### config.mk
export PLATFORM = sky130hd
export DESIGN_NAME = mmio_responder
export DESIGN_NICKNAME = d
export VERILOG_FILES = /design/src/rtl/mmio_pkg.sv /design/src/rtl/sync_edge_detect.sv /design/src/rtl/mmio_responder.sv
export SDC_FILE = /design/constraint.sdc
export NUM_CORES = 1
export LEC_CHECK = 0
export ABC_AREA = 0
export CORE_ASPECT_RATIO = 0.8
export CORE_MARGIN = 5
export CORE_UTILIZATION = 45
export CTS_BUF_LIST = sky130_fd_sc_hd__clkbuf_8
export CTS_CLUSTER_SIZE = 28
export DETAILED_ROUTE_END_ITERATION = 12
export PLACE_DENSITY = 0.69
export SYNTH_ARGS = -nofsm -noshare
export SYNTH_HDL_FRONTEND = slang
export SYNTH_SLANG_ARGS = --single-unit
### constraint.sdc
create_clock -name clk -period 5.69 [get_ports clk]
set_clock_uncertainty 0.15 [all_clocks]
set_input_delay 1.707 -clock clk [delete_from_list [all_inputs] [get_ports clk]]
set_output_delay 1.707 -clock clk [all_outputs]
set_load 0.01 [all_outputs]
### src/rtl/mmio_pkg.sv
`default_nettype none
// +--------------------------------------------------------------------+
// | mmio_pkg : register offsets, FSM encoding, default window base     |
// | Revision : 1.0                                                     |
// +--------------------------------------------------------------------+
package mmio_pkg;

   localparam logic [31:0] DEFAULT_BASE_ADDR = 32'hFFFF_0000;

   localparam logic [4:0] OFF_PORTOUT = 5'h00;
   localparam logic [4:0] OFF_PORTIN  = 5'h04;
   localparam logic [4:0] OFF_EDGE    = 5'h08;
   localparam logic [4:0] OFF_IRQEN   = 5'h0C;
   localparam logic [4:0] OFF_TIMER   = 5'h10;
   localparam logic [4:0] OFF_TIMCMP  = 5'h14;
   localparam logic [4:0] OFF_STATUS  = 5'h18;

   typedef enum logic [0:0] {
      IDLE = 1'b0,
      RESP = 1'b1
   } state_t;

endpackage
`default_nettype wire

### src/rtl/sync_edge_detect.sv
`default_nettype none
// +--------------------------------------------------------------------+
// | sync_edge_detect : 2-flop synchronizer with rising-edge pulse      |
// | Revision : 1.0                                                     |
// +--------------------------------------------------------------------+
module sync_edge_detect #(
   parameter int WIDTH = 8
) (
   input  logic             clk,
   input  logic             reset,
   input  logic [WIDTH-1:0] din,
   output logic [WIDTH-1:0] sync_out,
   output logic [WIDTH-1:0] rise
);

   logic [WIDTH-1:0] meta;
   logic [WIDTH-1:0] sync_q;
   logic [WIDTH-1:0] prev_q;

   always_ff @(posedge clk or negedge reset) begin
      if (!reset) begin
         meta   <= '0;
         sync_q <= '0;
         prev_q <= '0;
      end else begin
         meta   <= din;
         sync_q <= meta;
         prev_q <= sync_q;
      end
   end

   assign sync_out = sync_q;
   assign rise     = sync_q & ~prev_q;

endmodule
`default_nettype wire

### src/rtl/mmio_responder.sv
`default_nettype none
// +--------------------------------------------------------------------+
// | mmio_responder : single-cycle MMIO slave with port, timer and IRQ  |
// | Revision : 1.0                                                     |
// +--------------------------------------------------------------------+
module mmio_responder
   import mmio_pkg::*;
#(
   parameter logic [31:0] BASE_ADDR = DEFAULT_BASE_ADDR,
   parameter int          PORT_W    = 8
) (
   input  logic              clk,
   input  logic              reset,
   input  logic              MemRead,
   input  logic              MemWrite,
   input  logic [31:0]       Address,
   input  logic [31:0]       WriteData,
   output logic [31:0]       ReadData,
   output logic              Ready,
   input  logic [PORT_W-1:0] PortIn,
   output logic [31:0]       PortOut,
   output logic              IRQ
);

   state_t state;
   state_t next_state;
   logic   accept;
   logic   do_wr;
   logic   do_rd;

   logic [29:0] word_idx;
   logic        mapped;
   logic [4:0]  offset;
   logic        unused_addr_lsb;

   logic [PORT_W-1:0] sync_in;
   logic [PORT_W-1:0] rise;
   logic [PORT_W-1:0] edge_q;
   logic [PORT_W-1:0] edge_clr;
   logic [31:0]       edge_ext;
   logic [8:0]        irqen;
   logic [31:0]       timer;
   logic [31:0]       timcmp;
   logic [31:0]       timer_nxt;
   logic [31:0]       timcmp_nxt;
   logic              status;
   logic              status_set;
   logic [31:0]       rd_mux;

   logic sel_portout, sel_edge, sel_irqen, sel_timer, sel_timcmp, sel_status;

   sync_edge_detect #(
      .WIDTH (PORT_W)
   ) u_sync (
      .clk      (clk),
      .reset    (reset),
      .din      (PortIn),
      .sync_out (sync_in),
      .rise     (rise)
   );

   always_ff @(posedge clk or negedge reset) begin
      if (!reset) state <= IDLE;
      else        state <= next_state;
   end

   always_comb begin
      next_state = state;
      accept     = 1'b0;
      case (state)
         IDLE: begin
            if (MemRead || MemWrite) begin
               next_state = RESP;
               accept     = 1'b1;
            end
         end
         RESP: next_state = IDLE;
      endcase
      do_wr = accept && MemWrite;
      do_rd = accept && MemRead && !MemWrite;
   end

   assign Ready = (state == RESP);

   // Word-granular decode so the low address bits never participate.
   assign word_idx        = Address[31:2] - BASE_ADDR[31:2];
   assign mapped          = (word_idx[29:3] == '0);
   assign offset          = {word_idx[2:0], 2'b00};
   assign unused_addr_lsb = ^Address[1:0];

   assign sel_portout = do_wr && mapped && (offset == OFF_PORTOUT);
   assign sel_edge    = do_wr && mapped && (offset == OFF_EDGE);
   assign sel_irqen   = do_wr && mapped && (offset == OFF_IRQEN);
   assign sel_timer   = do_wr && mapped && (offset == OFF_TIMER);
   assign sel_timcmp  = do_wr && mapped && (offset == OFF_TIMCMP);
   assign sel_status  = do_wr && mapped && (offset == OFF_STATUS);

   assign timer_nxt  = sel_timer  ? WriteData : timer + 32'd1;
   assign timcmp_nxt = sel_timcmp ? WriteData : timcmp;
   // Match on the post-edge values so STATUS rises together with the match.
   assign status_set = (timer_nxt == timcmp_nxt);
   assign edge_clr   = sel_edge ? WriteData[PORT_W-1:0] : '0;
   assign edge_ext   = 32'(edge_q);

   always_comb begin
      rd_mux = '0;
      if (mapped) begin
         case (offset)
            OFF_PORTOUT: rd_mux = PortOut;
            OFF_PORTIN:  rd_mux = 32'(sync_in);
            OFF_EDGE:    rd_mux = edge_ext;
            OFF_IRQEN:   rd_mux = {23'd0, irqen};
            OFF_TIMER:   rd_mux = timer;
            OFF_TIMCMP:  rd_mux = timcmp;
            OFF_STATUS:  rd_mux = {31'd0, status};
            default:     rd_mux = '0;
         endcase
      end
   end

   always_ff @(posedge clk or negedge reset) begin
      if (!reset) begin
         PortOut  <= '0;
         ReadData <= '0;
         IRQ      <= 1'b0;
         edge_q   <= '0;
         irqen    <= '0;
         timer    <= '0;
         timcmp   <= '0;
         status   <= 1'b0;
      end else begin
         if (sel_portout) PortOut <= WriteData;
         if (sel_irqen)   irqen   <= WriteData[8:0];
         timer    <= timer_nxt;
         timcmp   <= timcmp_nxt;
         status   <= status_set | (status & ~(sel_status & WriteData[0]));
         edge_q   <= (edge_q & ~edge_clr) | rise;
         IRQ      <= (|(edge_ext[7:0] & irqen[7:0])) | (status & irqen[8]);
         ReadData <= do_rd ? rd_mux : '0;
      end
   end

endmodule
`default_nettype wire

# Yosys cells after proc, flatten, opt, wreduce, memory -nomap -nowiden
# Cells that the tools add are included.
# classes
n_mux	9
n_reduce_logical	15
bitwise	13
eq_ne	7
addsub	2
# ops
op	count
$pmux 32 s7	1
$mux 32	4
$add 32x1->32 const B	1
$eq 32x32->1	1
$sub 30x30->30 const B	1
$logic_not 27->1	1
$and 8x8->8	3
$not 8->8	2
$logic_and 1x1->1	10
$eq 3x3->1 const B	3
$mux 8	1
$or 8x8->8	1
$reduce_or 8->1	1
$eq 3x2->1 const B	2
$logic_not 5->1	1
$and 1x1->1	3
$eq 3x1->1 const B	1
$mux 1	2
$not 1->1	2
$or 1x1->1	2
$pmux 1 s2	1
$logic_not 1->1	1
$logic_or 1x1->1	1
# totals
regBits	172
out_inout_bits	66
inputBits	76

# Depth between registers and ports, before layout
# Gate-level depths: netlist of run 1.
# depth
depth_word	10
mapped_depth	14

# Modules after synthesis
# Synthesis of run 1 repeated with hierarchy kept, for this count alone.
# unflattened
cells_unflattened	820
area_unflattened_um2	8678.3
# by_module_without_submodules
mod	cells_each	area_each_um2	instances
mmio_responder	788	7967.6	1
sync_edge_detect	32	710.7	1

# Worst setup path before layout of run 1
# OpenSTA, ideal clock, no wires.
# synth_timing
path_type	input -> register
from	input port Address[16]
to	register status
slack_ns	1.047
n_path_buf	2
setup_ns	0.095
path_stages	13
arrival_ns	4.398
cell_sequence	ha_1 -> or3_1 -> a21oi_1 -> o22a_1 -> and4_4 -> and2_1 -> buf_4 -> buf_6 -> mux2i_1 -> nor2_1 -> nand4b_1 -> or4_1 -> o31ai_1
# synth_via
elab_chain_len	8
# synth_lines
element	line_no	text
start, declared	mmio_responder.sv:16	input logic [31:0] Address,
$sub 30x30->30 *	mmio_responder.sv:86	assign word_idx = Address[31:2] - BASE_ADDR[31:2];
$logic_not 27->1 *	mmio_responder.sv:87	assign mapped = (word_idx[29:3] == '0);
$logic_and 1x1->1 *	mmio_responder.sv:94, mmio_responder.sv:95, mmio_responder.sv:96	
branches (longest 4 deep; another with $mux 32)	n/a	
$or 1x1->1 *	mmio_responder.sv:136	status <= status_set | (status & ~(sel_status & WriteData[0]));
end signal, assigned	mmio_responder.sv:136	
end, declared	mmio_responder.sv:46	logic status;
# Every way passes the cells marked *.
# A chain may end at the register's enable or synchronous reset.

# Worst setup path after layout of run 1
# layout_timing
from	input port Address[17]
to	register status
# layout_lines
element	line_no	text
$sub 30x30->30	mmio_responder.sv:86	
$logic_not 27->1	mmio_responder.sv:87	
$logic_and 1x1->1 (2 in series)	mmio_responder.sv:95	assign sel_timcmp = do_wr && mapped && (offset == OFF_TIMCMP);
$mux 32	mmio_responder.sv:99	assign timcmp_nxt = sel_timcmp ? WriteData : timcmp;
via timcmp_nxt[2]	mmio_responder.sv:45	logic [31:0] timcmp_nxt;
$eq 32x32->1	mmio_responder.sv:101	assign status_set = (timer_nxt == timcmp_nxt);
$or 1x1->1	mmio_responder.sv:136	
# The timed path passes the listed nets, and every way through them passes these cells.

==> flow_summary_export.csv, run 1 <==
group,metric,value,unit
timing,final.setup.tns,0,ns
floorplan,initial_utilization,45.24,%
hold_path,worstHoldPathType,"reg -> reg",
timing,worst_pin_slew,0.9708,ns
synthesis,synth_seq_cells,172,
timing,timing.fmax,191.2,MHz
worst_setup_path,cp_max_fo,8,
synthesis,yosys-top-cells-area,"dfrtp_1 (51%), mux2_2 (12%), nor2_1 (4.6%), mux2i_1 (4.1%), xor2_1 (4.0%)",
timing,finalMaxSlewViolations,0,
status,status,"finished, final reports clean",
layout,antennaDiodeCount,0,
clocking,postCtsHoldBufs,0,
floorplan,num_io_pins,142,
pwr,finalPower,2.331,mW
route,routed_wl,21670,microns
floorplan,dieWidth,163.7,microns
worst_setup_path,cp_slowest_cell,"or4_1",
timing,finalCritPeriodShare,91.92,%
route,routed_via_density,5.398,
worst_setup_path,crit_type,"in -> reg",
timing,rsz0062_at_grt,"no",
floorplan,placement_rows,45,
clocking,cts.sinks,172,
floorplan,core_area,18810,sq um
synthesis,yosysUniqueCellTypes,54,
synthesis,ys.flop_type,"dfrtp_1",
synthesis,yosys_warnings,0,
clocking,cts_tree,"done",
pwr,p_seq_share,53.0,%
clocking,clock_tree.htree_level_count,4,
global_routing,antenna_found_initial,0,
worst_setup_path,cp_cell_sequence,"clkdlybuf4s50_1 > ha_1 > nor4b_1 > nand3_1 > nor4_1 > and4_4 > and2_1 > buf_4 > mux2_2 > xnor2_1 > nand4_1 > or4_1 > o31ai_1",
synthesis,synth.most_common_cell,"dfrtp_1",
timing,setup_violations,0,
synthesis,synth.avg_cell_area,10.91,sq um
timing,period_needed,5.230,ns
worst_setup_path,required,5.91,ns
timing,holdWs,0.2057,ns
synthesis,synth.net_count,858,
synthesis,synth.top_cells.by_count,"dfrtp_1 (172), nor2_1 (104), mux2_2 (94), a21oi_1 (53), xor2_1 (39)",
job,max-cap-violations,0,
floorplan,dieArea,21770,sq um
layout,nNetsFinal,1003,
synthesis,synth-seq-area-share,50.59,%
global_routing,grt_use_total,20.39,%
pwr,swShare,25.93,%
synthesis,netlist.area_leader.share,50.59,%
route,firstDrtPassIters,6,
route,num_vias,6456,
worst_setup_path,startpoint_type,"primary input",
global_routing,grt_remaining_overflow,0,
place,gp_congestion,0.8485,
timing,slew_headroom,34.74,%
synthesis,synth.largest_area_cell,"dfrtp_1",
worst_setup_path,critPathArrivalTime,5.45,ns
synthesis,synth_area,8508,sq um
worst_setup_path,crit_path_max_incr_delay,0.57,ns
clocking,post_cts_buffers,0,
pwr,leakage,4.709,nW
global_routing,grt_pass1_wl,35270,microns
global_routing,first_global_vias,6647,
pwr,p_switching,0.6042,mW
synthesis,synth_async_sr_flop_share,100.0,%
clocking,numCtsBuffers,17,
global_routing,grt_start_max_net_pins,81,
clocking,root_buffer,"clkbuf_8",
place,place_hpwl,15560,microns
route,postRouteAntennaNets,0,
clocking,clk_pin_slew,0.10,ns
route,drtIter0Drc,395,
layout,drive_gt1_share,17.16,%
layout,fin_util,56.84,%
timing,final_hold_viol_count,0,
clocking,cts_buffer_depth,2,
pwr,powerDensity,218.0,nW/um^2
floorplan,die_h,133.0,microns
synthesis,synth_cells,780,
worst_setup_path,crit_path_end_kind,"flip-flop",
pwr,comb_power_share,7.6,%
pwr,p_int,1.726,mW
pwr,clkPwrFrac,39.3,%
clocking,cts_resized,0,
route,post-route-drc-count,0,
clocking,clk_latency,0.46,ns
route,wl_per_cell,18.11,microns
layout,syn2layout_area_growth,25.63,%
pwr,ir_worst_vdd,0.0001837,V
place,io_buffers,139,
synthesis,synth_edf_count,0,
-- per-stage QoR --
step	worst slack (ns)	cells	instance area (sq um)
detailed placement	0.01876	1164	10250
floorplan	1.047	780	8508
global route	0.2645	1196	10690
finish	0.4599	1196	10690
CTS	0.4751	1196	10690
global placement	0.06530	1164	10250
-- layout by cell type, fill, tap and decap left out, drive strengths merged, types with 3 or more instances in the layout --
master,n
a22oi,7
nor2,104
a221oi,4
mux2,94
nor3,7
clkbuf,17
mux2i,35
and4,5
and2,5
o22a,3
nand4b,3
nor4,10
buf,28
nor2b,7
a22o,9
xnor2,38
a211oi,6
a31oi,3
nand4,19
a21oi,53
o21ai,6
nand2b,3
clkdlybuf4s50,136
and3,11
inv,19
clkinv,6
xor2,39
nand3,24
dfrtp,172
nand2,32
-- area by class of cell --
class | count | area [sq um]
Clock buffer | 17 | 234.0
Clock inverter | 15 | 202.7
Fill cell | 1627 | 8117
Inverter | 13 | 48.80
Multi-Input combinational cell | 557 | 3994
Sequential cell | 172 | 4304
Tap cell | 258 | 322.8
Timing Repair Buffer | 164 | 1583
-- sequential cells by signal, indices dropped and copies added (netlist names), 9 cells and up --
signal and cells:
PortOut 32, irqen 9, ReadData 32, timcmp 32, timer 32
-- per-layer routing --
| metal | global-route usage (%) | wire, microns | share of wire, % | vias up |
|---|---|---|---|---|
| li1 | - | - | - | 3052 |
| met4 | 4.518 | 166 | 0.77 | 0 |
| met3 | 3.893 | 1033 | 4.8 | 12 |
| met5 | 0 | 0 | 0 | - |
| met1 | 29.05 | 10350 | 48 | 3225 |
| met2 | 32.54 | 10120 | 47 | 167 |
-- power by group through the flow --
stage	Combinational (mW)	Clock, mW	Sequential (mW)
CTS	0.180	0.939	1.24
global placement	0.178	0	1.26
finish	0.178	0.917	1.24
global route	0.197	0.990	1.24
detailed placement	0.179	0	1.26
floorplan	0.0663	0	1.26
-- critical path: cells and delay by family --
kind / cells / cell delay (ns)
fa+ha+maj: 1 / 0.26
buf+inv: 2 / 0.72
xor+xnor: 1 / 0.17
simple gates: 7 / 1.95
mux: 1 / 0.37
compound gates: 1 / 0.27
-- logic make-up (layout without fill, tap and decap cells) --
| family | Yosys count | count (layout) | synth area share [%] |
|---|---|---|---|
| buffers and inverters | 51 | 209 | 2.603 |
| and+or+nand+nor | 243 | 243 | 13.94 |
| xor gates and xnor gates | 77 | 77 | 7.927 |
| adders and majority gates | 2 | 2 | 0.2941 |
| muxes | 130 | 130 | 16.82 |
| DFF | 172 | 172 | 50.59 |
| AOI/OAI and AO/OA | 105 | 105 | 7.824 |
-- path summary, 6_finish.rpt --
kind                                     start                 end  slack [ns]  depth (start not counted)
worst max-delay path               Address[17]              status        0.46                         13
max in group asynchronous                reset           timer[28]        3.16                          2
worst min register to register  u_sync.meta[4]  u_sync.sync_out[4]        0.21                          0
worst min-delay path            u_sync.meta[4]  u_sync.sync_out[4]        0.21                          0
min in group asynchronous                reset         PortOut[16]        1.09                          1
worst max register to register       timer[10]              status        1.87                         10
Power figures use the tool's default switching activity.
==> inputs of run 2 (changes only) <==
--- a/config.mk
+++ b/config.mk
@@ -12,7 +12,7 @@
 export CTS_BUF_LIST = sky130_fd_sc_hd__clkbuf_8
 export CTS_CLUSTER_SIZE = 28
 export DETAILED_ROUTE_END_ITERATION = 12
-export PLACE_DENSITY = 0.69
+export PLACE_DENSITY_LB_ADDON = 0.1
 export SYNTH_ARGS = -nofsm -noshare
 export SYNTH_HDL_FRONTEND = slang
 export SYNTH_SLANG_ARGS = --single-unit
==> flow_summary_export.csv, run 2 (synthesis results as in run 1) <==
group,metric,value,unit
clocking,root_buffer,"clkbuf_8",
place,io_buffers,139,
clocking,clk_latency,0.46,ns
hold_path,hold_depth,0,
global_routing,grt_remaining_overflow,0,
timing,rsz0062_at_grt,"no",
route,routed_via_density,5.498,
worst_setup_path,critPathArrivalTime,5.72,ns
global_routing,grt_use_total,20.69,%
status,status,"finished, final reports clean",
place,dp.cells,1161,
clocking,cts_buffer_depth,2,
route,postRouteAntennaNets,0,
timing,timing.fmax,181.7,MHz
floorplan,dieWidth,163.7,microns
timing,final.setup.tns,0,ns
clocking,clk_pin_slew,0.09,ns
timing,setup_violations,0,
worst_setup_path,cp_max_fo,10,
floorplan,core_area,18810,sq um
global_routing,antenna_found_initial,0,
floorplan,initial_utilization,45.24,%
timing,finalCritPeriodShare,96.72,%
job,max-cap-violations,0,
route,post-route-drc-count,0,
clocking,post_cts_buffers,0,
layout,multiInputGateArea,3988,sq um
timing,holdWs,0.2067,ns
layout,fillCellCount,1645,
clocking,postCtsHoldBufs,0,
layout,stdcell_count,1193,
global_routing,first_global_vias,6851,
layout,layout_common_cells,"dfrtp_1 (172), clkdlybuf4s50_1 (136), nor2_1 (104)",
pwr,powerDensity,211.9,nW/um^2
layout,syn2layout_area_growth,24.85,%
timing,final_hold_viol_count,0,
hold_path,worstHoldPathType,"reg -> reg",
clocking,cts.sinks,172,
global_routing,grt_pass1_wl,35750,microns
layout,drive_gt1_share,16.68,%
timing,finalWorstSetupSlack,0.1864,ns
layout,ff_latch_area,4304,sq um
route,drtIter0Drc,389,
place,dp_slack,-0.1240,ns
worst_setup_path,required,5.91,ns
worst_setup_path,reg2reg_depth,11,
worst_setup_path,crit_type,"in -> reg",
floorplan,dieArea,21770,sq um
timing,period_needed,5.504,ns
layout,nNetsFinal,1000,
worst_setup_path,crit_path_end_kind,"flip-flop",
worst_setup_path,r2r_slack,1.79,ns
floorplan,placement_rows,45,
floorplan,num_io_pins,142,
layout,antennaDiodeCount,0,
timing,worst_pin_slew,0.9096,ns
layout,final_area,10620,sq um
pwr,leakage,4.672,nW
route,wl_per_cell,18.61,microns
clocking,numCtsBuffers,17,
route,firstDrtPassIters,5,
floorplan,die_h,133.0,microns
pwr,ir_worst_vdd,0.0001617,V
global_routing,grt_start_max_net_pins,96,
clocking,clock_tree.htree_level_count,4,
timing,slew_headroom,38.89,%
clocking,cts_tree,"done",
layout,final_common_cell,"dfrtp_1",
place,place_area,10240,sq um
route,num_vias,6559,
timing,finalMaxSlewViolations,0,
clocking,cts_resized,0,
place,gp_congestion,0.9164,
place,place_hpwl,15690,microns
route,routed_wl,22210,microns
worst_setup_path,startpoint_type,"primary input",
==> run 2: final cells by class <==
type	count	share of cell area, %
well taps	258	3.039
repair buffers	161	14.81
clock buffers	20	2.591
inverters	13	0.4594
clock inverters	12	1.048
multi-input cells	557	37.54
flip-flops and latches	172	40.52
==> run 2: path summary, 6_finish.rpt <==
kind                                start            endpoint
max                           Address[18]              status
min                        u_sync.meta[3]  u_sync.sync_out[3]
max reg2reg                     timer[10]              status
min reg2reg                u_sync.meta[3]  u_sync.sync_out[3]
max in group asynchronous           reset           timer[16]
min in group asynchronous           reset         ReadData[3]
==> run 2: layer usage <==
metal  GRT usage [%]  wire length [microns]
met1           27.83                   9935
met2           33.69                  10620
met3           4.267                   1247
met4           6.521                    400
met5               0                      0
==> run 2: worst max-delay path: stages <==
cell and delay [ns]:
clkdlybuf4s50_1 0.62, nand4_1 0.17, or4b_1 0.53, a22oi_1 0.21, and4_4 0.31, and2_1 0.21, buf_4 0.22, mux2_2 0.37
xor2_1 0.15, nor4_1 0.68, buf_4 0.22, nand4_1 0.10, o31ai_1 0.22
==> run 2: per-stage QoR <==
stage	total power, mW	util, %
finish	2.251	56.49
global route	2.346	56.49
CTS	2.275	56.49
detailed placement	1.440	54.43
global placement	1.435	54.43
floorplan	1.325	-
==> run 2: power breakdown <==
group	internal [mW]	switching [mW]	leakage (nW)
registers	1.23	0.00490	2.22
clock network	0.384	0.452	0.191
logic	0.0803	0.0993	2.26
total	1.69	0.557	4.67
==> inputs of run 3 (changes only) <==
--- a/config.mk
+++ b/config.mk
@@ -7,12 +7,12 @@
 export LEC_CHECK = 0
 export ABC_AREA = 0
 export CORE_ASPECT_RATIO = 0.8
-export CORE_MARGIN = 5
 export CORE_UTILIZATION = 45
 export CTS_BUF_LIST = sky130_fd_sc_hd__clkbuf_8
 export CTS_CLUSTER_SIZE = 28
 export DETAILED_ROUTE_END_ITERATION = 12
 export PLACE_DENSITY_LB_ADDON = 0.1
+export SKIP_CTS_REPAIR_TIMING = 1
 export SYNTH_ARGS = -nofsm -noshare
 export SYNTH_HDL_FRONTEND = slang
 export SYNTH_SLANG_ARGS = --single-unit
==> flow_summary_export.csv, run 3 (synthesis results as in run 1) <==
group,metric,value,unit
status,status,"finished, final reports clean",
timing,worst_pin_slew,1.018,ns
floorplan,dieArea,19460,sq um
global_routing,grt_start_max_net_pins,96,
global_routing,antenna_found_initial,0,
timing,timing.fmax,182.5,MHz
floorplan,die_h,125.0,microns
clocking,clk_pin_slew,0.08,ns
layout,syn2layout_area_growth,24.81,%
floorplan,dieWidth,155.7,microns
place,io_buffers,139,
clocking,root_buffer,"clkbuf_8",
place,dp_slack,-0.1431,ns
timing,final.setup.tns,0,ns
job,max-cap-violations,0,
worst_setup_path,crit_path_end_kind,"flip-flop",
place,place_hpwl,15290,microns
layout,ff_latch_area,4304,sq um
worst_setup_path,crit_type,"in -> reg",
pwr,ir_worst_vdd,0.0001376,V
timing,period_needed,5.480,ns
timing,finalCritPeriodShare,96.31,%
timing,finalMaxSlewViolations,0,
worst_setup_path,required,5.90,ns
worst_setup_path,startpoint_type,"primary input",
floorplan,placement_rows,44,
route,wl_per_cell,18.45,microns
global_routing,grt_remaining_overflow,0,
hold_path,worstHoldPathType,"reg -> reg",
clocking,cts_tree,"done",
floorplan,num_io_pins,142,
clocking,cts.sinks,172,
layout,multiInputGateArea,3994,sq um
route,drtIter0Drc,475,
route,routed_via_density,5.508,
clocking,cts_buffer_depth,2,
worst_setup_path,reg2reg_depth,11,
route,routed_wl,21830,microns
global_routing,grt_use_total,23.62,%
layout,drive_gt1_share,16.24,%
timing,holdWs,0.2032,ns
timing,final_hold_viol_count,0,
worst_setup_path,cp_max_fo,16,
layout,nNetsFinal,997,
timing,finalWorstSetupSlack,0.2099,ns
timing,setup_violations,0,
route,num_vias,6516,
timing,slew_headroom,31.56,%
hold_path,hold_depth,0,
route,postRouteAntennaNets,0,
pwr,leakage,4.677,nW
route,post-route-drc-count,0,
clocking,clock_tree.htree_level_count,4,
global_routing,grt_pass1_wl,35810,microns
floorplan,initial_utilization,46.41,%
route,firstDrtPassIters,9,
place,gp_congestion,0.9059,
layout,antennaDiodeCount,0,
pwr,powerDensity,217.3,nW/um^2
clocking,clk_latency,0.45,ns
floorplan,core_area,18330,sq um
clocking,numCtsBuffers,17,
layout,layout_common_cells,"dfrtp_1 (172), clkdlybuf4s50_1 (136), nor2_1 (104)",
timing,rsz0062_at_grt,"no",
global_routing,first_global_vias,6682,
layout,final_common_cell,"dfrtp_1",
layout,fillCellCount,1549,
worst_setup_path,critPathArrivalTime,5.69,ns
## run 3: worst paths after layout
check	start	end	slack (ns)
min reg2reg	u_sync.meta[4]	u_sync.sync_out[4]	0.20
max	Address[18]	status	0.21
max reg2reg	timer[5]	status	1.54
min	u_sync.meta[4]	u_sync.sync_out[4]	0.20
max in group asynchronous	reset	timcmp[9]	3.24
min in group asynchronous	reset	ReadData[5]	1.21
## run 3: cell type report
cell class	count	area share (%)
Inverter	13	0.4595
Tap cell	253	2.981
Clock buffer	19	2.463
Multi-Input combinational cell	557	37.61
Sequential cell	172	40.53
Timing Repair Buffer	158	14.60
Clock inverter	11	1.355
## run 3: metrics by stage
step / cells / area (sq um) / power (mW) / utilization (%)
finish: 1183 / 10620 / 2.308 / 57.92
global route: 1183 / 10620 / 2.403 / 57.92
CTS: 1183 / 10620 / 2.335 / 57.92
detailed placement: 1153 / 10210 / 1.441 / 55.71
global placement: 1153 / 10210 / 1.437 / 55.71
floorplan: 780 / 8508 / 1.325 / -
## run 3: per-layer routing
layer	track usage (%)	wire [microns]	up-vias
li1	-	-	3028
met1	32.98	10070	3235
met2	37.98	10360	233
met3	4.922	1171	20
met4	5.133	236	0
met5	0	0	-
## run 3: worst max-delay path: stages
cell and delay (ns):
clkdlybuf4s50_1 0.60, nand4_1 0.18, or4b_1 0.54, a22oi_1 0.18
and4_4 0.30, nand2_2 0.22, buf_4 0.29, mux2_2 0.31
xor2_1 0.17, nor4_1 0.64, buf_4 0.22, nand4_1 0.10
o31ai_1 0.22
## run 3: power by group
group	internal, mW	switching (mW)	leakage [nW]
Sequential	1.23	0.00458	2.22
Clock	0.453	0.438	0.212
Combinational	0.0810	0.100	2.25
Total	1.76	0.543	4.68
